$ cat src/rtl/vga_pkg.sv
// ---------------------------------------------------------------------------
// vga_pkg
// Shared timing constants and types for the VGA block scanner.
//   - H_*_DEF / V_*_DEF : default 640x480@60 timing (25 MHz pixel clock)
//   - H_TOTAL / V_TOTAL : line and frame lengths for the default timing
//   - coord_t           : 10-bit pixel/line coordinate
//   - vga_phase_e       : phase of one scan axis (ACTIVE, FRONT, SYNC, BACK)
//   - BLOCK_W           : default sprite block edge length in pixels
// ---------------------------------------------------------------------------
package vga_pkg;

  localparam int H_ACTIVE_DEF = 640;
  localparam int H_FP_DEF     = 16;
  localparam int H_SYNC_DEF   = 96;
  localparam int H_BP_DEF     = 48;

  localparam int V_ACTIVE_DEF = 480;
  localparam int V_FP_DEF     = 10;
  localparam int V_SYNC_DEF   = 2;
  localparam int V_BP_DEF     = 33;

  localparam int H_TOTAL = H_ACTIVE_DEF + H_FP_DEF + H_SYNC_DEF + H_BP_DEF;
  localparam int V_TOTAL = V_ACTIVE_DEF + V_FP_DEF + V_SYNC_DEF + V_BP_DEF;

  localparam int BLOCK_W = 32;

  typedef logic [9:0] coord_t;

  typedef enum logic [1:0] {
    ACTIVE = 2'd0,
    FRONT  = 2'd1,
    SYNC   = 2'd2,
    BACK   = 2'd3
  } vga_phase_e;

endpackage

$ cat src/rtl/vga_axis_fsm.sv
// ---------------------------------------------------------------------------
// vga_axis_fsm
// One scan axis: a wrapping counter plus the ACTIVE/FRONT/SYNC/BACK phase FSM.
// The phase always describes the current count value, so it can be used
// combinationally alongside the count.
//   clk    in   pixel clock
//   rst_n  in   asynchronous active-low reset (count=0, phase=ACTIVE)
//   inc    in   advance the axis by one step this cycle
//   count  out  current position on the axis
//   phase  out  phase of the current position
//   wrap   out  high when inc is set and count is at its last value
// ---------------------------------------------------------------------------
module vga_axis_fsm
  import vga_pkg::*;
#(
  parameter int ACTIVE_LEN = H_ACTIVE_DEF,
  parameter int FP_LEN     = H_FP_DEF,
  parameter int SYNC_LEN   = H_SYNC_DEF,
  parameter int BP_LEN     = H_BP_DEF
) (
  input  logic       clk,
  input  logic       rst_n,
  input  logic       inc,
  output coord_t     count,
  output vga_phase_e phase,
  output logic       wrap
);

  // Last count value of each phase; the FSM leaves the phase after it.
  localparam coord_t LAST_ACTIVE = coord_t'(ACTIVE_LEN - 1);
  localparam coord_t LAST_FP     = coord_t'(ACTIVE_LEN + FP_LEN - 1);
  localparam coord_t LAST_SYNC   = coord_t'(ACTIVE_LEN + FP_LEN + SYNC_LEN - 1);
  localparam coord_t LAST_ALL    = coord_t'(ACTIVE_LEN + FP_LEN + SYNC_LEN + BP_LEN - 1);

  coord_t     count_reg, count_next;
  vga_phase_e phase_reg, phase_next;

  always_ff @(posedge clk or negedge rst_n) begin
    if (!rst_n) begin
      count_reg <= '0;
      phase_reg <= ACTIVE;
    end else begin
      count_reg <= count_next;
      phase_reg <= phase_next;
    end
  end

  always_comb begin
    count_next = count_reg;
    phase_next = phase_reg;
    wrap       = 1'b0;
    if (inc) begin
      if (count_reg == LAST_ALL) begin
        count_next = '0;
        wrap       = 1'b1;
      end else begin
        count_next = count_reg + 10'd1;
      end
      case (phase_reg)
        ACTIVE:  if (count_reg == LAST_ACTIVE) phase_next = FRONT;
        FRONT:   if (count_reg == LAST_FP)     phase_next = SYNC;
        SYNC:    if (count_reg == LAST_SYNC)   phase_next = BACK;
        BACK:    if (count_reg == LAST_ALL)    phase_next = ACTIVE;
        default: phase_next = ACTIVE;
      endcase
    end
  end

  assign count = count_reg;
  assign phase = phase_reg;

endmodule

$ cat src/rtl/vga_block_scanner.sv
// ---------------------------------------------------------------------------
// vga_block_scanner
// VGA timing generator with a per-frame block hit test for sprite renderers.
// All outputs are registered and describe the counter state of the previous
// cycle (latency 1). The block position is latched on the last pixel of each
// frame so a block never tears.
//   clk          in   pixel clock (25 MHz for 640x480@60)
//   rst_n        in   asynchronous active-low reset
//   pos_x/pos_y  in   block top-left corner from game logic
//   hsync/vsync  out  active-low sync pulses
//   blank_n      out  high inside the visible area
//   x/y          out  current column / line
//   diff_x/y     out  offset inside the block, 0 when enable=0
//   enable       out  current visible pixel lies inside the block
//   frame_start  out  one-cycle pulse with x=0,y=0
// Build option: define BLOCK_TILE_H_EN to repeat the block across the full
// visible width within its rows (lat_x ignored, diff_x = low column bits).
// ---------------------------------------------------------------------------
module vga_block_scanner
  import vga_pkg::*;
#(
  parameter int H_ACTIVE   = H_ACTIVE_DEF,
  parameter int H_FP       = H_FP_DEF,
  parameter int H_SYNC     = H_SYNC_DEF,
  parameter int H_BP       = H_BP_DEF,
  parameter int V_ACTIVE   = V_ACTIVE_DEF,
  parameter int V_FP       = V_FP_DEF,
  parameter int V_SYNC     = V_SYNC_DEF,
  parameter int V_BP       = V_BP_DEF,
  parameter int BLOCK_SIZE = BLOCK_W
) (
  input  logic       clk,
  input  logic       rst_n,
  input  logic [9:0] pos_x,
  input  logic [9:0] pos_y,
  output logic       hsync,
  output logic       vsync,
  output logic       blank_n,
  output logic [9:0] x,
  output logic [9:0] y,
  output logic [9:0] diff_x,
  output logic [9:0] diff_y,
  output logic       enable,
  output logic       frame_start
);

  coord_t     h_cnt, v_cnt;
  vga_phase_e h_phase, v_phase;
  logic       h_wrap, v_wrap;

  vga_axis_fsm #(
    .ACTIVE_LEN (H_ACTIVE),
    .FP_LEN     (H_FP),
    .SYNC_LEN   (H_SYNC),
    .BP_LEN     (H_BP)
  ) u_h_axis (
    .clk   (clk),
    .rst_n (rst_n),
    .inc   (1'b1),
    .count (h_cnt),
    .phase (h_phase),
    .wrap  (h_wrap)
  );

  vga_axis_fsm #(
    .ACTIVE_LEN (V_ACTIVE),
    .FP_LEN     (V_FP),
    .SYNC_LEN   (V_SYNC),
    .BP_LEN     (V_BP)
  ) u_v_axis (
    .clk   (clk),
    .rst_n (rst_n),
    .inc   (h_wrap),
    .count (v_cnt),
    .phase (v_phase),
    .wrap  (v_wrap)
  );

  // Latched block position; v_wrap is exactly the last pixel of the frame.
  coord_t lat_x_reg, lat_y_reg;

  // Hit test in 11 bits so pos + BLOCK_SIZE cannot wrap around.
  logic       blank_n_next;
  logic       inx, iny, hit;
  coord_t     dx_raw, dy_raw;
  logic [10:0] y_end;

  assign blank_n_next = (h_phase == ACTIVE) && (v_phase == ACTIVE);
  assign y_end        = {1'b0, lat_y_reg} + 11'(BLOCK_SIZE);
  assign iny          = ({1'b0, v_cnt} >= {1'b0, lat_y_reg}) && ({1'b0, v_cnt} < y_end);
  assign dy_raw       = v_cnt - lat_y_reg;

`ifdef BLOCK_TILE_H_EN
  localparam int OFF_BITS = $clog2(BLOCK_SIZE);
  assign inx    = 1'b1;
  assign dx_raw = coord_t'(h_cnt[OFF_BITS-1:0]);
`else
  logic [10:0] x_end;
  assign x_end  = {1'b0, lat_x_reg} + 11'(BLOCK_SIZE);
  assign inx    = ({1'b0, h_cnt} >= {1'b0, lat_x_reg}) && ({1'b0, h_cnt} < x_end);
  assign dx_raw = h_cnt - lat_x_reg;
`endif

  // Visibility gating also clips blocks that extend past the right/bottom edge.
  assign hit = blank_n_next && inx && iny;

  logic   hsync_reg, vsync_reg, blank_n_reg, enable_reg, frame_start_reg;
  coord_t x_reg, y_reg, diff_x_reg, diff_y_reg;

  always_ff @(posedge clk or negedge rst_n) begin
    if (!rst_n) begin
      x_reg           <= '0;
      y_reg           <= '0;
      hsync_reg       <= 1'b1;
      vsync_reg       <= 1'b1;
      blank_n_reg     <= 1'b0;
      enable_reg      <= 1'b0;
      diff_x_reg      <= '0;
      diff_y_reg      <= '0;
      frame_start_reg <= 1'b0;
      lat_x_reg       <= '0;
      lat_y_reg       <= '0;
    end else begin
      x_reg           <= h_cnt;
      y_reg           <= v_cnt;
      hsync_reg       <= (h_phase != SYNC);
      vsync_reg       <= (v_phase != SYNC);
      blank_n_reg     <= blank_n_next;
      enable_reg      <= hit;
      diff_x_reg      <= hit ? dx_raw : '0;
      diff_y_reg      <= hit ? dy_raw : '0;
      frame_start_reg <= (h_cnt == '0) && (v_cnt == '0);
      if (v_wrap) begin
        lat_x_reg <= pos_x;
        lat_y_reg <= pos_y;
      end
    end
  end

  assign x           = x_reg;
  assign y           = y_reg;
  assign hsync       = hsync_reg;
  assign vsync       = vsync_reg;
  assign blank_n     = blank_n_reg;
  assign enable      = enable_reg;
  assign diff_x      = diff_x_reg;
  assign diff_y      = diff_y_reg;
  assign frame_start = frame_start_reg;

endmodule

$ cat config.mk
export PLATFORM = sky130hd
export DESIGN_NAME = vga_block_scanner
export DESIGN_NICKNAME = d
export VERILOG_FILES = /design/src/rtl/vga_pkg.sv /design/src/rtl/vga_axis_fsm.sv /design/src/rtl/vga_block_scanner.sv
export SDC_FILE = /design/constraint.sdc
export NUM_CORES = 1
export LEC_CHECK = 0
export ABC_CLOCK_PERIOD_IN_PS = 2500
export BUFFER_PORTS_ARGS = -buffer_cell sky130_fd_sc_hd__buf_2
export CAP_MARGIN = 20
export CELL_PAD_IN_SITES_DETAIL_PLACEMENT = 1
export CELL_PAD_IN_SITES_GLOBAL_PLACEMENT = 1
export CORE_MARGIN = 2
export CORE_UTILIZATION = 40
export DETAILED_ROUTE_END_ITERATION = 6
export PLACE_DENSITY = 0.74
export SETUP_SLACK_MARGIN = 0.02
export SYNTH_ARGS = -nofsm -noshare
export SYNTH_HDL_FRONTEND = slang
export SYNTH_SLANG_ARGS = --single-unit
$ cat constraint.sdc
create_clock -name clk -period 2.5 [get_ports clk]
set_input_delay 0.125 -clock clk [delete_from_list [all_inputs] [get_ports clk]]
set_output_delay 0.125 -clock clk [all_outputs]
set_load 0.05 [all_outputs]
==> flow_summary_export.csv, run 1 <==
group,metric,value,unit
outcome,outcome,"complete, but fails checks",
outcome,violations,"hold timing",
critical_path,cp-endpoint,"diff_y[3]",
routing,vias,3910,
clock_tree,h-tree-depth,3,
yosys,synth_area,0.00470,mm^2
timing,tightest_slew,595,ps
clock_tree,clk_pin_slew,60,ps
placement,place_congestion,0.895,
critical_path,crit_path_start,"lat_y_reg[5]",
yosys,ys_warn_count,0,
timing,rsz0062_at_grt,"yes",
timing,period_minus_slack,2350,ps
global_route,grt_usage,21.8,%
critical_path,r2r_end,"diff_y[3]",
critical_path,cp_common_cell,"buf_6",
power,cellPowerDensity,502,mW/mm^2
job,maxCapViolations,0,
global_route,grt-ovfl-total,0,
critical_path,cp_num_cells,12,
clock_tree,cts_buffers,9,
yosys,synth-seq-cells,89,
critical_path,r2r_slack,150,ps
worst_hold_path,holdPathStages,3,
global_route,grt_pass1_wl,21500,um
clock_tree,clk-insertion-delay-late,360,ps
clock_tree,cts_tree,"built",
timing,setup_viol,0,
clock_tree,clkSinkCount,89,
die,io_pins,67,
die,rows,39,
routing,vias_per_cell,5.33,
clock_tree,cts-root-buf,"clkbuf_16",
cells_and_area,final_common_cell,"dfrtp_1",
cells_and_area,fin_util,52.1,%
timing,drv_slew,0,
critical_path,reg2reg_depth,12,
die,initial_core_util,41.1,%
timing,period_share,94.1,%
critical_path,path_class,"register to register",
yosys,synth_edf_count,0,
cells_and_area,drive_gt1_share,26.9,%
cells_and_area,n_antenna_cell,0,
critical_path,required,2800,ps
power,p_leak,0.00297,uW
worst_hold_path,hp-class,"input port to register",
critical_path,end_kind,"register",
placement,io_buffer_count,66,
global_route,grt_pass1_vias,4228,
yosys,synthCells,469,
critical_path,cp_max_fo,5,
cells_and_area,final_cell_area,0.00595,mm^2
critical_path,critical_path_buf_inv_count,2,
yosys,syn_area_per_cell,10.0,um^2
routing,dr.pass1.iters,4,
critical_path,worstSetupStartpointType,"register",
die,dieArea,0.0126,mm^2
yosys,ys.flop_type,"dfrtp_1",
critical_path,r2r-start,"lat_y_reg[5]",
die,core_region_area,0.0114,mm^2
die,chipWidth,112,um
global_route,grt_max_degree,47,
clock_tree,clk_path_buf_depth,2,
timing,hold_ws,-5.27,ps
timing,slew_headroom,60.4,%
die,die_h,112,um
cells_and_area,layout_common_cells,"dfrtp_1 (86), buf_2 (67), nand2_1 (45), o21ai_0 (43), ha_1 (41)",
cells_and_area,finalNetCount,654,
yosys,syn_nets,538,
critical_path,cp_slowest_cell,"dfrtp_1",
critical_path,worstPathCellList,"ha_2, nand3_1, xnor2_1, ha_1, nand2_2, a21oi_1, a211oi_2, a2bb2oi_1, nand4_1, buf_6, buf_6, and3b_1",
critical_path,arrival,2650,ps
yosys,synth-seq-area-share,47.5,%
timing,fin_skew,9.83,ps
critical_path,cp_top_family,"adder cells",
power,ir_worst_vdd,0.356,mV
routing,totalWireLength,13300,um
routing,ant_nets,0,
routing,drtIter0Drc,121,
routing,drc,0,
global_route,antenna_found_initial,0,
timing,hold_viol,2,
critical_path,critPathMaxStageDelay,380,ps
yosys,synth.distinct_cells,56,
cells_and_area,area_growth,26.6,%
routing,drt-wirelength-per-cell,18.2,um
placement,detailed_place_hpwl,9500,um
placement,dpl_cell_area,0.00538,mm^2
timing,clock.fmax,425,MHz
yosys,synthArstFlopShare,100,%
## cells in the mapped netlist (5+ instances only)
library cell	count	area (um^2)
xor2_1	5	43.8
a21oi_1	16	80.1
a211oi_1	6	45.0
inv_1	40	150
dfrtp_1	87	2180
o21ai_0	45	225
nand3_1	19	95.1
clkbuf_1	5	18.8
nand2_1	46	173
nor2_1	38	143
xnor2_1	19	166
and3_1	6	37.5
ha_1	45	563
o31ai_1	5	37.5
nand4_1	7	43.8
nor3_1	8	40.0
## worst min-delay path, cell delays in order
cell and delay (ps):
buf_2 80, nand2_1 40, o21ai_0 70
## how the worst min path moves through the flow
stage | from | to
after floorplan | rst_n | blank_n
after global placement | rst_n | y[0]
after detailed placement | rst_n | y[1]
after CTS | pos_y[5] | lat_y_reg[5]
after global routing | pos_y[5] | lat_y_reg[5]
final | pos_y[9] | lat_y_reg[9]
## cell type report
type | count | area, um^2
Tap cell | 143 | 179
Clock inverter | 6 | 91.3
Fill cell | 1335 | 5470
Inverter | 40 | 150
Clock buffer | 10 | 229
Timing Repair Buffer | 116 | 739
Multi-Input combinational cell | 329 | 2330
Sequential cell | 89 | 2230
## per-stage QoR
stage                     hold slack [ps]  worst slack [ps]  setup TNS [ps]  std cells  power [uW]
final                               -5.27               147               0        733        2980
after global routing                 22.8             -59.5            -209        733        3070
after CTS                            1.45              34.3               0        726        3000
after detailed placement              181             -4.14           -4.14        698        1520
after global placement                161              28.3               0        698        1520
after floorplan                      -171              48.3               0        469        1470
## logic make-up (layout without fill, tap and decap cells)
logic type / after synthesis / count (layout) / share of synthesized area, %
simple gates: 152 / 152 / 16.0
xor+xnor: 24 / 24 / 4.48
fa+ha+maj: 47 / 47 / 12.8
compound gates: 101 / 101 / 13.3
flops: 89 / 89 / 47.5
buf+inv: 51 / 172 / 4.61
mux: 5 / 5 / 1.25
## report_power, final
group / internal (uW) / total (uW) / switching [uW] / leakage [uW]
Clock: 881 / 1480 / 600 / 0.000157
Combinational: 25.4 / 62.8 / 37.4 / 0.00170
Sequential: 1440 / 1440 / 0 / 0.00111
## routing by layer
metal	vias to the layer above	wire length [um]	global-route usage (%)
li1	1851	-	-
met1	1974	5720	27.4
met2	64	6910	37.5
met3	21	393	3.35
met4	0	307	9.43
met5	-	0	0
## repair_timing
item | 4_1_cts | 5_1_grt
pin swaps | 2 | 6
gates resized for setup | 2 | 24
gates cloned | 0 | 2
setup endpoints to repair | 10 | 44
hold buffers | 10 | 0
buffers inserted | 2 | 5
endpoints found under the hold margin | 51 | 0
Power figures use the tool's default switching activity.
==> run 2: changes to the inputs <==
- CORE_MARGIN: 2 -> not set
==> run 2 against run 1 <==
  * The run now ends clean
  * Combinational power fell by 1%
  * Final cell count did not move
  * Non-clock buffer count did not move
  * Global-route usage rose by 0.93 points
  * Largest power group is now sequential cells
==> flow_summary_export.csv, run 2 (synthesized netlist as in run 1, its figures left out) <==
group,metric,value,unit
outcome,outcome,"completed",
worst_hold_path,hp-class,"input port to register",
timing,setup_viol,0,
cells_and_area,finalNetCount,654,
timing,tightest_slew,534,ps
critical_path,worstPathCellList,"ha_4, nand3_1, xnor2_1, ha_1, nand2_2, buf_4, nor4_1, a2bb2oi_1, nand4_1, buf_6, buf_6, and3b_1",
cells_and_area,area_growth,26.8,%
timing,period_minus_slack,2460,ps
placement,detailed_place_hpwl,9340,um
clock_tree,cts_tree,"built",
global_route,grt_usage,22.8,%
cells_and_area,fillers,1323,
clock_tree,clk_pin_slew,70,ps
die,die_h,110,um
cells_and_area,seqCellArea,0.00223,mm^2
placement,io_buffer_count,66,
timing,hold_viol,0,
critical_path,cp_common_cell,"buf_6",
critical_path,cp_top_family,"simple AND/OR/NAND/NOR gates",
routing,drtIter0Drc,114,
clock_tree,h-tree-depth,3,
critical_path,critPathMaxStageDelay,430,ps
cells_and_area,fin_util,52.2,%
cells_and_area,multi_input_area,0.00235,mm^2
clock_tree,cts_buffers,9,
routing,dr.pass1.iters,4,
power,cellPowerDensity,472,mW/mm^2
routing,vias_per_cell,5.35,
clock_tree,clk-insertion-delay-late,370,ps
timing,period_share,98.4,%
routing,ant_nets,0,
timing,timing.setup.tns,0,ps
critical_path,worstSetupStartpointType,"register",
timing,clock.fmax,407,MHz
die,core_region_area,0.0114,mm^2
routing,drt-wirelength-per-cell,18.3,um
clock_tree,clkSinkCount,89,
clock_tree,clk_path_buf_depth,2,
clock_tree,cts-root-buf,"clkbuf_16",
die,dieArea,0.0122,mm^2
critical_path,cp_max_fo,5,
cells_and_area,n_antenna_cell,0,
global_route,grt_pass1_wl,20500,um
power,ir_worst_vdd,0.343,mV
placement,place_congestion,0.832,
critical_path,cp_slowest_cell,"dfrtp_1",
routing,vias,3921,
power,p_leak,0.00297,uW
critical_path,critical_path_buf_inv_count,3,
critical_path,end_kind,"register",
routing,drc,0,
die,rows,39,
global_route,grt-ovfl-total,0,
critical_path,arrival,2710,ps
timing,drv_slew,0,
routing,totalWireLength,13400,um
global_route,grt_pass1_vias,4066,
critical_path,r2r_slack,40,ps
die,chipWidth,110,um
global_route,antenna_found_initial,0,
critical_path,path_class,"register to register",
timing,fin_skew,11.7,ps
die,initial_core_util,41.1,%
cells_and_area,drive_gt1_share,27.1,%
global_route,grt_max_degree,90,
job,maxCapViolations,0,
timing,slew_headroom,64.4,%
cells_and_area,final_common_cell,"dfrtp_1",
cells_and_area,layout_common_cells,"dfrtp_1 (84), buf_2 (67), nand2_1 (45), o21ai_0 (43), ha_1 (42)",
critical_path,required,2750,ps
die,io_pins,67,
run 2: path summary, 6_finish.rpt:
check                                    end  cells after the start               from
min                             lat_x_reg[5]                      3           pos_x[5]
max                                diff_y[3]                     12       lat_y_reg[6]
min reg2reg                             x[0]                      1  u_h_axis.count[0]
min in group asynchronous          diff_x[4]                      3              rst_n
max in group asynchronous  u_h_axis.count[1]                      3              rst_n
max reg2reg                        diff_y[3]                     12       lat_y_reg[6]
run 2: final cells by class:
cell class / count / share of cell area (%)
sequential: 89 / 37.5
clock buffer: 9 / 3.78
timing repair buffer: 116 / 12.9
inverter: 40 / 2.52
multi-input combinational: 329 / 39.4
tap: 143 / 3.00
clock inverter: 7 / 0.903
run 2: tightest hold or removal path: cells and delay by family:
kind | cells | cell delay (ps)
and+or+nand+nor | 1 | 50
buffers and inverters | 1 | 80
AOI/OAI and AO/OA | 1 | 70
run 2: stage by stage:
stage               hold WS (ps)  setup WS (ps)  power, uW  instance area (um^2)  cells
floorplan                   -171           48.3       1470                  4700    469
global placement             200           60.6       1520                  5390    696
detailed placement           205          -24.6       1520                  5390    696
CTS                        0.236           17.7       2830                  5800    726
global route                5.47          -52.4       2900                  5960    733
finish                      7.30           40.6       2810                  5960    733
run 2: where the power goes:
part / internal (uW) / switching (uW)
combinational: 26.6 / 35.5
clock: 680 / 632
sequential: 1440 / 0
total: 2150 / 667
run 2: repair_timing:
action	4_1_cts	5_1_grt
endpoints found under the setup margin	3	24
pin swaps	2	6
buffers inserted	3	5
hold buffers	11	0
gates resized for setup	2	26
cloned	0	2
endpoints found under the hold margin	97	0
run 2: per-layer routing:
layer  vias to the layer above  part of all wire (%)  track usage [%]
li1                       1851                     -                -
met1                      1966                    43             28.7
met2                        80                    51             39.0
met3                        24                   3.6             4.64
met4                         0                   2.0             7.14
met5                         -                     0                0
==> run 3: changes to the inputs <==
- ABC_CLOCK_PERIOD_IN_PS: 2500 -> 3100
- CORE_UTILIZATION: 40 -> 48
- PLACE_DENSITY: 0.74 -> 0.83
- clock period: 2.5 -> 3.1 ns (I/O delays scaled with it)
==> run 3 against run 2 <==
  * Wire length increased by 4.8%
  * Clock skew fell by 0.84 ps
  * Critical path depth is 3 lower
  * First-iteration DRC count is 70% higher
  * Sequential share of layout area up 3.1 points
  * Global-route usage increased by 7.1 points
  * Clock power down 34%
  * Clock-buffer cell count increased by 1
  * Design area shrank 7.7%
  * Die area down 16%
  * Critical endpoint is now lat_y_reg[1]
  * Largest power group unchanged
==> flow_summary_export.csv, run 3 (synthesized netlist as in run 1, its figures left out) <==
group,metric,value,unit
outcome,outcome,"completed",
timing,slew_headroom,64.7,%
critical_path,critical_path_buf_inv_count,2,
critical_path,worstPathCellList,"inv_1, ha_1, or4b_4, nor3_4, nand4_4, nor2_2, buf_4, nand2_1, o21ai_0",
timing,timing.setup.tns,0,ps
global_route,grt_pass1_vias,4264,
timing,period_share,92.6,%
job,maxCapViolations,0,
die,die_h,101,um
cells_and_area,seqCellArea,0.00223,mm^2
cells_and_area,final_cell_count_no_fill,684,
routing,drt-wirelength-per-cell,20.6,um
cells_and_area,fillers,1116,
placement,io_buffer_count,66,
timing,rsz0062_at_grt,"no",
clock_tree,clk_pin_slew,100,ps
critical_path,required,3380,ps
global_route,grt_max_degree,90,
timing,drv_slew,0,
power,p_leak,0.00277,uW
critical_path,path_class,"register to register",
routing,vias,3963,
clock_tree,cts-root-buf,"clkbuf_8",
timing,fin_skew,10.9,ps
cells_and_area,layout_common_cells,"dfrtp_1 (87), buf_2 (65), nand2_1 (46), o21ai_0 (45), ha_1 (45)",
clock_tree,h-tree-depth,3,
cells_and_area,multi_input_area,0.00225,mm^2
clock_tree,postCtsSetupBuffers,0,
cells_and_area,n_antenna_cell,0,
critical_path,critPathMaxStageDelay,510,ps
die,chipWidth,101,um
timing,hold_viol,0,
placement,detailed_place_hpwl,9220,um
critical_path,cp_max_fo,18,
die,io_pins,67,
cells_and_area,drive_gt1_share,19.1,%
timing,tightest_slew,529,ps
clock_tree,cts_buffers,9,
clock_tree,clk_path_buf_depth,2,
placement,place_congestion,0.826,
global_route,grt_usage,29.9,%
die,rows,35,
die,initial_core_util,50.1,%
placement,place_inst,657,
critical_path,cp_top_family,"simple AND/OR/NAND/NOR gates",
cells_and_area,finalNetCount,619,
clock_tree,cts-resized-gates,0,
critical_path,cp_slowest_cell,"dfrtp_1",
routing,drtIter0Drc,194,
critical_path,end_kind,"register",
global_route,grt_pass1_wl,22600,um
global_route,antenna_found_initial,0,
power,ir_worst_vdd,0.255,mV
timing,clock.fmax,348,MHz
clock_tree,cts_tree,"built",
critical_path,worstSetupStartpointType,"register",
die,core_region_area,0.00937,mm^2
critical_path,arrival,3150,ps
timing,setup_viol,0,
power,cellPowerDensity,378,mW/mm^2
power,power,2080,uW
die,dieArea,0.0102,mm^2
worst_hold_path,hp-class,"input port to register",
global_route,grt-ovfl-total,0,
cells_and_area,area_growth,17.0,%
routing,vias_per_cell,5.79,
clock_tree,clkSinkCount,89,
routing,totalWireLength,14100,um
routing,drc,0,
cells_and_area,final_common_cell,"dfrtp_1",
routing,dr.pass1.iters,5,
routing,ant_nets,0,
timing,period_minus_slack,2870,ps
clock_tree,clk-insertion-delay-late,370,ps
## run 3: worst paths after layout
| kind | startpoint | endpoint | slack (ps) | depth (start not counted) |
|---|---|---|---|---|
| worst max-delay path | u_v_axis.count[1] | lat_y_reg[1] | 230 | 9 |
| worst min-delay path | pos_x[1] | lat_x_reg[1] | 20 | 3 |
| worst max register to register | u_v_axis.count[1] | lat_y_reg[1] | 230 | 9 |
| worst min register to register | u_h_axis.count[0] | x[0] | 520 | 0 |
| max in group asynchronous | rst_n | hsync | 2120 | 3 |
| min in group asynchronous | rst_n | y[7] | 290 | 2 |
## run 3: what timing repair did
item | CTS | global route
setup endpoints to repair | 0 | 0
endpoints found under the hold margin | 9 | 39
hold buffers | 9 | 1
## run 3: report_power, final
part / switching, uW / internal [uW]
Combinational: 29.9 / 21.7
Sequential: 0 / 1160
Clock: 463 / 405
## run 3: through the flow
step                cell area [um^2]  hold WS [ps]  setup slack, ps  util [%]
floorplan                       4700          -141              550         -
global placement                5160           358              448      55.0
detailed placement              5160           371              345      55.0
CTS                             5460         0.354              340      58.3
global route                    5500          6.73             61.8      58.7
finish                          5500          19.9              230      58.7
## run 3: layer usage
layer  part of all wire [%]  global-route usage, %  wire length (um)  up-vias
li1                       -                      -                 -     1784
met1                     41                   36.8              5840     2000
met2                     50                   49.4              7020      135
met3                    5.6                   7.49               791       44
met4                    3.1                   14.0               438        0
met5                      0                      0                 0        -
## run 3: layout make-up
cell class / count / share of cell area, %
timing repair buffer: 81 / 8.92
multi-input combinational: 329 / 41.0
inverter: 40 / 2.73
clock inverter: 6 / 1.34
tap: 129 / 2.94
sequential: 89 / 40.6
clock buffer: 10 / 2.50
## run 3: worst min-delay path, cell delays in order
cell and delay [ps]:
buf_2 70, nand2_1 40, o21ai_0 80
